==> src/rtl/sccb_pkg.sv <==
// sccb_pkg: shared types and constants for the OV7670 SCCB boot loader.
//   - sccb_entry_t : one register-table entry {addr, data}
//   - sccb_state_t : loader FSM states
//   - ADDR_DELAY   : table address value that marks "wait" instead of a write
//   - NUM_REGS     : number of table entries (index NUM_REGS means exhausted)
//   - tail_entry() : the part of the table that follows the fixed head
package sccb_pkg;

    localparam logic [7:0] ADDR_DELAY = 8'hFF;
    localparam int         NUM_REGS   = 6;
    localparam int         FRAME_BITS = 27;

    // OV7670 register addresses used by the table
    localparam logic [7:0] REG_COM7   = 8'h12;
    localparam logic [7:0] REG_CLKRC  = 8'h11;
    localparam logic [7:0] REG_TSLB   = 8'h3A;
    localparam logic [7:0] REG_COM15  = 8'h40;

    typedef struct packed {
        logic [7:0] addr;
        logic [7:0] data;
    } sccb_entry_t;

    typedef enum logic [3:0] {
        S_IDLE, S_PWR, S_LOAD, S_START, S_BITS, S_STOP, S_GAP, S_DELAY, S_DONE
    } sccb_state_t;

    function automatic int max3(input int a, input int b, input int c);
        int m;
        m = (a > b) ? a : b;
        return (m > c) ? m : c;
    endfunction

    // Entries after the fixed head (0..2 live in the ROM itself).
    function automatic sccb_entry_t tail_entry(input logic [7:0] idx);
        case (idx)
            8'd3:    return {REG_CLKRC, 8'h01};  // PLL bypass, prescale /2
            8'd4:    return {REG_TSLB,  8'h04};  // UYVY byte order
            8'd5:    return {REG_COM15, 8'hD0};  // full 00..FF output range
            default: return {8'h00, 8'h00};
        endcase
    endfunction

endpackage

==> src/rtl/sccb_config_if.sv <==
// sccb_config_if: SCCB pin-side bundle of the boot loader.
//   start    : one-cycle rerun request (ignored while busy)
//   sioc     : SCCB clock, push-pull
//   siod_out : SCCB data value (always 0; the line is only ever pulled low)
//   siod_oe  : 1 = drive siod_out, 0 = release to the pull-up
//   busy     : sequence in progress
//   done     : table fully written (sticky)
//   index    : current table entry, debug only
interface sccb_config_if;
    logic       start;
    logic       sioc;
    logic       siod_out;
    logic       siod_oe;
    logic       busy;
    logic       done;
    logic [7:0] index;

    modport master (input start, output sioc, siod_out, siod_oe, busy, done, index);
    modport slave  (output start, input sioc, siod_out, siod_oe, busy, done, index);
endinterface

==> src/rtl/sccb_config_rom.sv <==
// sccb_config_rom: combinational register table.
//   index : entry number
//   entry : {addr, data}; addr == ADDR_DELAY marks a delay entry
module sccb_config_rom
    import sccb_pkg::*;
(
    input  logic [7:0]  index,
    output sccb_entry_t entry
);
    always_comb begin
        case (index)
            8'd0:    entry = {REG_COM7, 8'h80};    // soft reset
            8'd1:    entry = {ADDR_DELAY, 8'h00};  // let the reset settle
            8'd2:    entry = {REG_COM7, 8'h00};    // YUV output
            default: entry = tail_entry(index);
        endcase
    end
endmodule

==> src/rtl/sccb_config.sv <==
// sccb_config: boot-time OV7670 register loader over SCCB (write-only).
// After reset (or start while idle) it waits PWR_WAIT cycles, then issues
// one 3-phase write {DEV_ID, addr, data} per table entry, with GAP idle
// cycles between frames and DELAY_CYCLES for delay-marker entries.
//   CLOCK_24 : system clock (rising edge)
//   RESET    : asynchronous active-high reset
//   bus      : sccb_config_if master modport (pins + status)
module sccb_config
    import sccb_pkg::*;
#(
    parameter int         QUARTER      = 60,
    parameter int         PWR_WAIT     = 24000,
    parameter int         DELAY_CYCLES = 24000,
    parameter int         GAP          = 240,
    parameter logic [7:0] DEV_ID       = 8'h42
) (
    input  logic          CLOCK_24,
    input  logic          RESET,
    sccb_config_if.master bus
);
    localparam int QW       = (QUARTER > 1) ? $clog2(QUARTER) : 1;
    localparam int WAIT_MAX = max3(PWR_WAIT, DELAY_CYCLES, GAP);
    localparam int WW       = $clog2(WAIT_MAX + 1);

    localparam logic [QW-1:0] Q_LAST     = QW'(QUARTER - 1);
    localparam logic [WW-1:0] PWR_LAST   = WW'(PWR_WAIT - 1);
    localparam logic [WW-1:0] DELAY_LAST = WW'(DELAY_CYCLES - 1);
    localparam logic [WW-1:0] GAP_LAST   = WW'(GAP - 1);

    sccb_state_t           state_q, state_d;
    logic [QW-1:0]         qcnt_q, qcnt_d;    // cycles within a quarter
    logic [1:0]            phase_q, phase_d;  // quarter within START/bit/STOP
    logic [4:0]            bit_q, bit_d;      // frame bit number
    logic [WW-1:0]         wait_q, wait_d;
    logic [FRAME_BITS-1:0] shift_q, shift_d;
    logic [7:0]            index_q, index_d;
    logic                  busy_q, busy_d;

    sccb_entry_t entry;
    logic        q_tick;
    logic        sioc_o, siod_oe_o;

    sccb_config_rom u_rom (.index(index_q), .entry(entry));

    assign q_tick = (qcnt_q == Q_LAST);

    // State register
    always_ff @(posedge CLOCK_24 or posedge RESET) begin
        if (RESET) begin
            state_q <= S_PWR;
            qcnt_q  <= '0;
            phase_q <= '0;
            bit_q   <= '0;
            wait_q  <= '0;
            shift_q <= '1;
            index_q <= '0;
            busy_q  <= 1'b0;
        end else begin
            state_q <= state_d;
            qcnt_q  <= qcnt_d;
            phase_q <= phase_d;
            bit_q   <= bit_d;
            wait_q  <= wait_d;
            shift_q <= shift_d;
            index_q <= index_d;
            busy_q  <= busy_d;
        end
    end

    // Next-state logic
    always_comb begin
        state_d = state_q;
        qcnt_d  = qcnt_q;
        phase_d = phase_q;
        bit_d   = bit_q;
        wait_d  = wait_q;
        shift_d = shift_q;
        index_d = index_q;
        unique case (state_q)
            S_PWR: begin
                wait_d = wait_q + 1'b1;
                if (wait_q == PWR_LAST) begin
                    wait_d  = '0;
                    state_d = S_LOAD;
                end
            end
            S_LOAD: begin
                qcnt_d  = '0;
                phase_d = '0;
                bit_d   = '0;
                wait_d  = '0;
                if (index_q == 8'(NUM_REGS)) begin
                    state_d = S_DONE;
                end else if (entry.addr == ADDR_DELAY) begin
                    state_d = S_DELAY;
                end else begin
                    // 1s in the don't-care slots release SIOD for the ACKs
                    shift_d = {DEV_ID, 1'b1, entry.addr, 1'b1, entry.data, 1'b1};
                    state_d = S_START;
                end
            end
            S_START: begin
                qcnt_d = q_tick ? '0 : qcnt_q + 1'b1;
                if (q_tick) begin
                    phase_d = phase_q + 2'd1;
                    if (phase_q == 2'd1) begin
                        phase_d = '0;
                        state_d = S_BITS;
                    end
                end
            end
            S_BITS: begin
                qcnt_d = q_tick ? '0 : qcnt_q + 1'b1;
                if (q_tick) begin
                    phase_d = phase_q + 2'd1;  // wraps 3 -> 0
                    if (phase_q == 2'd3) begin
                        // shifting at the end of q3 makes SIOD change at q0
                        shift_d = {shift_q[FRAME_BITS-2:0], 1'b1};
                        bit_d   = bit_q + 5'd1;
                        if (bit_q == 5'(FRAME_BITS - 1))
                            state_d = S_STOP;
                    end
                end
            end
            S_STOP: begin
                qcnt_d = q_tick ? '0 : qcnt_q + 1'b1;
                if (q_tick) begin
                    phase_d = phase_q + 2'd1;
                    if (phase_q == 2'd2) begin
                        phase_d = '0;
                        wait_d  = '0;
                        state_d = S_GAP;
                    end
                end
            end
            S_GAP: begin
                wait_d = wait_q + 1'b1;
                if (wait_q == GAP_LAST) begin
                    index_d = index_q + 8'd1;
                    state_d = S_LOAD;
                end
            end
            S_DELAY: begin
                wait_d = wait_q + 1'b1;
                if (wait_q == DELAY_LAST) begin
                    index_d = index_q + 8'd1;
                    state_d = S_LOAD;
                end
            end
            S_IDLE, S_DONE: begin
                if (bus.start) begin
                    index_d = '0;
                    wait_d  = '0;
                    state_d = S_PWR;
                end
            end
            default: state_d = S_PWR;
        endcase
        busy_d = (state_d != S_IDLE) && (state_d != S_DONE);
    end

    // Output decode; bus idle (SIOC high, SIOD released) unless framing
    always_comb begin
        sioc_o    = 1'b1;
        siod_oe_o = 1'b0;
        case (state_q)
            S_START: siod_oe_o = 1'b1;
            S_BITS: begin
                sioc_o    = phase_q[1];
                siod_oe_o = ~shift_q[FRAME_BITS-1];
            end
            S_STOP: begin
                sioc_o    = (phase_q != 2'd0);
                siod_oe_o = (phase_q != 2'd2);
            end
            default: ;
        endcase
    end

    assign bus.sioc     = sioc_o;
    assign bus.siod_oe  = siod_oe_o;
    assign bus.siod_out = 1'b0;
    assign bus.busy     = busy_q;
    assign bus.done     = (state_q == S_DONE);
    assign bus.index    = index_q;

endmodule

==> src/flat_wrapper.sv <==
// flat-port wrapper written by rule: the top's interface ports become plain ports
module sccb_config_flat import sccb_pkg::*;
#(
    parameter int         QUARTER      = 60,
    parameter int         PWR_WAIT     = 24000,
    parameter int         DELAY_CYCLES = 24000,
    parameter int         GAP          = 240,
    parameter logic [7:0] DEV_ID       = 8'h42
)
  (CLOCK_24, RESET, bus_start, bus_sioc, bus_siod_out, bus_siod_oe, bus_busy, bus_done, bus_index);
  sccb_config_if bus_i ();
  input  logic CLOCK_24;
  input  logic RESET;
  input wire logic [$bits(bus_i.start)-1:0] bus_start;
  output wire logic [$bits(bus_i.sioc)-1:0] bus_sioc;
  output wire logic [$bits(bus_i.siod_out)-1:0] bus_siod_out;
  output wire logic [$bits(bus_i.siod_oe)-1:0] bus_siod_oe;
  output wire logic [$bits(bus_i.busy)-1:0] bus_busy;
  output wire logic [$bits(bus_i.done)-1:0] bus_done;
  output wire logic [$bits(bus_i.index)-1:0] bus_index;
  assign bus_i.start = bus_start;
  assign bus_sioc = bus_i.sioc;
  assign bus_siod_out = bus_i.siod_out;
  assign bus_siod_oe = bus_i.siod_oe;
  assign bus_busy = bus_i.busy;
  assign bus_done = bus_i.done;
  assign bus_index = bus_i.index;
  sccb_config #(.QUARTER(QUARTER), .PWR_WAIT(PWR_WAIT), .DELAY_CYCLES(DELAY_CYCLES), .GAP(GAP), .DEV_ID(DEV_ID)) u_core (.CLOCK_24(CLOCK_24), .RESET(RESET), .bus(bus_i));
endmodule
==> config.mk <==
export PLATFORM = sky130hd
export DESIGN_NAME = sccb_config_flat
export DESIGN_NICKNAME = d
export VERILOG_FILES = /design/src/rtl/sccb_pkg.sv /design/src/rtl/sccb_config_if.sv /design/src/rtl/sccb_config_rom.sv /design/src/rtl/sccb_config.sv /design/src/flat_wrapper.sv
export SDC_FILE = /design/constraint.sdc
export NUM_CORES = 1
export LEC_CHECK = 0
export CORE_UTILIZATION = 40
export DETAILED_ROUTE_END_ITERATION = 8
export PLACE_DENSITY = 0.6
export SLEW_MARGIN = 10
export SYNTH_ARGS = -nofsm -noshare
export SYNTH_HDL_FRONTEND = slang
export SYNTH_SLANG_ARGS = --single-unit
==> constraint.sdc <==
create_clock -name CLOCK_24 -period 5.2 [get_ports CLOCK_24]
set_input_delay 1.04 -clock CLOCK_24 [delete_from_list [all_inputs] [get_ports CLOCK_24]]
set_output_delay 1.04 -clock CLOCK_24 [all_outputs]
set_load 0.02 [all_outputs]
After elaboration in Yosys (flattened, before gate mapping)
Index checks and enable logic that the tools add are counted.
{ "totals": {"register_bits": 68, "inputBits": 3, "out_inout_bits": 13, "elab_cells": 109} }
{ "op_classes": {"n_addsub": 5, "eq_ne": 34, "mux": 42, "n_bitwise": 1, "reduce_logical": 19} }
{ "op_table": {"columns": ["operator", "count"], "rows": [
  ["2-to-1 mux 27 bit", 4],
  ["one-hot mux 15 bit (5 select lines)", 1],
  ["2-to-1 mux 15 bit", 4],
  ["one-hot mux 27 bit (2 select lines)", 1],
  ["one-hot mux 16 bit (3 select lines)", 1],
  ["one-hot mux 15 bit (3 select lines)", 1],
  ["2-to-1 mux 4 bit", 11],
  ["one-hot mux 4 bit (7 select lines)", 1],
  ["== test 8 x 3 -> 1 bit, second input constant", 3],
  ["2-to-1 mux 8 bit", 3],
  ["one-hot mux 8 bit (3 select lines)", 1],
  ["== test 4 x 3 -> 1 bit, second input constant", 4],
  ["== test 8 x 2 -> 1 bit, second input constant", 2],
  ["adder 15 x 1 -> 15 bit, second input constant", 1],
  ["== test 15 bit, second input constant", 1],
  ["== test 15 x 8 -> 1 bit, second input constant", 1],
  ["!= test 2 x 1 -> 1 bit, second input constant", 7],
  ["one-hot mux 6 bit (2 select lines)", 1],
  ["AND reduction 4 bit", 3],
  ["2-to-1 mux 2 bit", 5],
  ["2-to-1 mux 5 bit", 2],
  ["one-hot mux 5 bit (2 select lines)", 1],
  ["adder 8 x 1 -> 8 bit, second input constant", 1],
  ["== test 4 x 2 -> 1 bit, second input constant", 2],
  ["other kinds (30)", 39]
]} }

Logic depth before layout (Yosys ltp)
{ "depth": {"depth_word": 9, "depth_mapped": 8} }

Modules after synthesis
A second synthesis with hierarchy kept.
{ "hier_totals": {"hier_cells": 447, "hier_area_um2": 3983.8} }
{ "by_module_without_submodules": {"columns": ["mod", "n_inst", "cells_each", "area_each_um2", "seq_area_each_um2"], "rows": [
  ["sccb_config", 1, 419, 3751.1, 1710.4],
  ["sccb_config_rom", 1, 28, 232.7, 0.0]
]} }

Worst setup path before layout
Ideal clock, no wire load.
{ "synth_path": {"path_type": "register to output", "start": "reg u_core.state_q[1]", "end": "out bus_siod_oe", "arrival_time_ns": 1.659, "t_required_ns": 4.160, "path_slack_ns": 2.501, "stages_incl_launch_ff": 6, "path_buffers": 3, "cell_sequence": "dfrtp_1 -> buf_2 -> clkbuf_1 -> or3_1 -> clkbuf_1 -> o221ai_1"} }
{ "synth_via": {"elab_chain_cells": 2, "word_cells_on_any_way": 4, "cone_classes": "eq/ne (3); mux (1)"} }
{ "synth_rtl": {"columns": ["element", "line", "source"], "rows": [
  ["start, declared", "sccb_config.sv:30", "sccb_state_t state_q, state_d;"],
  ["start signal, assigned", "sccb_config.sv:59", "state_q <= state_d;"],
  ["== test 4 x 3 -> 1 bit or == test 4 x 2 -> 1 bit (tied branches)", "sccb_config.sv:166", "case (state_q)"],
  ["one-hot mux 1 bit (3 select lines) *", "sccb_config.sv:166", null],
  ["end, declared", "flat_wrapper.sv:17", "output wire logic [$bits(bus_i.siod_oe)-1:0] bus_siod_oe;"]
]} }
Mark *: on every way between the ends. The rest lies on a longest branch, timed or not.

Worst setup path in the final report
{ "layout_path": {"start": "reg u_core.state_q[3]", "end": "out bus_siod_oe"} }
Same word-level chain as after synthesis.

==> impl_metrics.ini <==
[status]
status = complete, no violations

[cts]
cts-buffers-inserted = 9
clk_latency_ns = 0.36
clk_pin_slew_ns = 0.08
cts_buffer_depth = 2
cts_tree = yes
hold_buffers = 0
cts_resized = 0
post_cts_buffers = 0
numClockSinks = 67
root_buffer = clkbuf_8
h-tree-depth = 3

[yosys]
yosys.area.top_type = dfrtp_1
synth-edff-count = 0
ys_async_sr_fraction = 1.00
netlist.area_leader.share = 0.247
yosysUniqueCellTypes = 77
ys_seq_elements = 67
synth_nets = 462
seq_area_frac_synth = 0.423
synth_area_sq_um = 4050
yosysWarningCount = 0
postSynthCellCount = 444
avgSynthCellArea_sq_um = 9.11
yosys-top-cells-area = dfrtp_1, dfstp_2, ha_1
ys.flop_type = dfrtp_1

[drt]
dr.pass1.iters = 4
ant_nets = 0
vias = 3209
drc = 0
wl_um = 8640
drt-wirelength-per-cell_um = 14.8
viasPerCell = 5.51
drtIter0Drc = 187

[sta]
tns_ns = 0
hold_viol = 0
fmax_ghz = 0.272
relSlewSlack = 0.244
worst_slew_pin_slew_ns = 1.13
final-setup-viol-count = 0
clock_skew_ns = 0.0148
finalCriticalPeriod_ns = 3.68
fin_crit_sh = 0.708
slew_violations = 0
rsz0062_at_grt = no

[worst_setup_path]
cp_cell_sequence = nand2b_1 -> or3_1 -> o221ai_1 -> clkdlybuf4s50_1
r2r_setup_slack_ns = 2.32
cp_top_family = simple AND/OR/NAND/NOR gates
worst_path_max_delay_cell = clkdlybuf4s50_1
cp_num_buf_inv = 1
crit_type = reg2out
worst_setup_path_end_kind = primary output
worstRegToRegCells = 5
r2r_start = u_core.state_q[2]
critPathRequiredTime_ns = 4.16
max_stage_delay_ns = 0.65
r2r-end = u_core.shift_q[14]
worstPathArrival_ns = 2.64
startpoint_type = register
cp_max_fo = 19

[final_layout]
final_common_cell = nor2_1
syn2layout_area_growth_pct = 9.99
antennaDiodeCount = 0
regArea_sq_um = 1710
layout_common_cells = nor2_1, dfrtp_1, nand2_1
multi_input_area_sq_um = 2110
nets = 462
fill_cells = 936
stdcell_count = 582
final_area_sq_um = 4450
post_route_cells_drive_above_1_share = 0.149

[grt]
gr-usage-met3 = 0.0488
grt_pass1_vias = 2943
grt_usage = 0.179
busiest_layer = met2
grt_max_degree = 52
grt_overflow = 0
grt_use_met2 = 0.267
grt_first_pass_wirelength_um = 14500
antenna_found_initial = 0
grtUsageMet1 = 0.251

[floorplanning]
num_rows = 36
start_util = 0.414
core-area_sq_um = 9770
ios = 16
chipHeight_um = 103
die_x_um = 103
dieArea_sq_um = 10500

[hold_path]
worstHoldStart = u_core.shift_q[21]
hold_class = reg2reg
hold_end = u_core.shift_q[21]
min_path_cells = 2

[power]
ir_drop_mv = 0.134
finalPower_mw = 1.02
power_density_nw_per_um2 = 229
p_leak_nw = 1.78

[placed_design]
numPlacedInstances = 566
io_buffer_count = 14
gp_congestion = 0.848
dp_hpwl_um = 5810
dpl_cell_area_sq_um = 4230

[run]
maxCapViolCount = 0
[sequential cells by signal, summed over array words and instances (netlist names)]
name              cells
u_core.shift_q       26
u_core.bus.busy       1
u_core.wait_q        15
u_core.state_q        4
u_core.bus.index      8
u_core.phase_q        2
u_core.qcnt_q         6
u_core.bit_q          5
[layer usage]
| layer | wire, um | up-vias |
|---|---|---|
| met5 | 0 | - |
| met4 | 89 | 0 |
| met3 | 303 | 10 |
| met2 | 3810 | 53 |
| met1 | 4430 | 1531 |
| li1 | - | 1615 |
[worst max path at each step]
stage                 startpoint           endpoint  cells after the start  slack, ns
2_1_floorplan  u_core.state_q[1]        bus_siod_oe                      5       2.50
3_3_place_gp           bus_start  u_core.wait_q[12]                      6       1.75
3_5_place_dp           bus_start   u_core.wait_q[5]                      6       1.68
4_1_cts        u_core.state_q[3]        bus_siod_oe                      4       1.50
5_1_grt        u_core.state_q[3]        bus_siod_oe                      4       1.33
6_report       u_core.state_q[3]        bus_siod_oe                      4       1.52
[stage by stage]
stage | hold slack (ns) | utilization | setup slack [ns]
global route | 0.486 | 0.455 | 1.33
finish | 0.470 | 0.455 | 1.52
floorplan | 0.450 | - | 2.50
detailed placement | 0.461 | 0.433 | 1.68
CTS | 0.474 | 0.455 | 1.50
global placement | 0.460 | 0.433 | 1.75
[final cells by class]
type,instances,share of cell area
Sequential cell,67,0.384
Timing Repair Buffer,16,0.0349
Clock inverter,7,0.0208
Clock buffer,9,0.0278
Tap cell,133,0.0374
Multi-Input combinational cell,326,0.474
Inverter,24,0.0202
[worst reg2reg max path, delay by kind of cell, from the launching register on]
kind	cells	cell delay, ns
AND/OR/NAND/NOR	2	0.79
flip-flops	1	0.67
AO/OA/AOI/OAI	1	0.62
multiplexers	1	0.39
buffers and inverters	1	0.34
[Yosys cell counts (3+ instances only)]
cell       n
a21o_1     8
a21oi_1   28
a22o_1    10
a31oi_1    8
and4_1     4
buf_1      3
buf_2      7
buf_6      4
clkbuf_1  11
dfrtp_1   40
dfstp_2   27
ha_1      15
inv_1     23
nand2_1   38
nand2b_1   9
nand3_1   32
nand3b_1   5
nand4_1    7
nor2_1    42
nor2b_1    4
nor3_1    13
nor4_1     3
o211ai_1   5
o21ai_0   10
o21ai_1   12
o311ai_2   3
or2_2      3
or3_1      6
[power by group]
group	switching, mW	internal, mW	leakage (nW)
logic	0.0120	0.00232	0.903
registers	0	0.522	0.771
clock network	0.215	0.268	0.103
[kinds of logic after synthesis]
group           synth area share
mux                      0.00526
xor+xnor                 0.00650
fa+ha+maj                 0.0464
other cells             0.000927
buf+inv                   0.0588
compound gates             0.207
simple gates               0.252
flops                      0.423
Power figures use the tool's default switching activity.
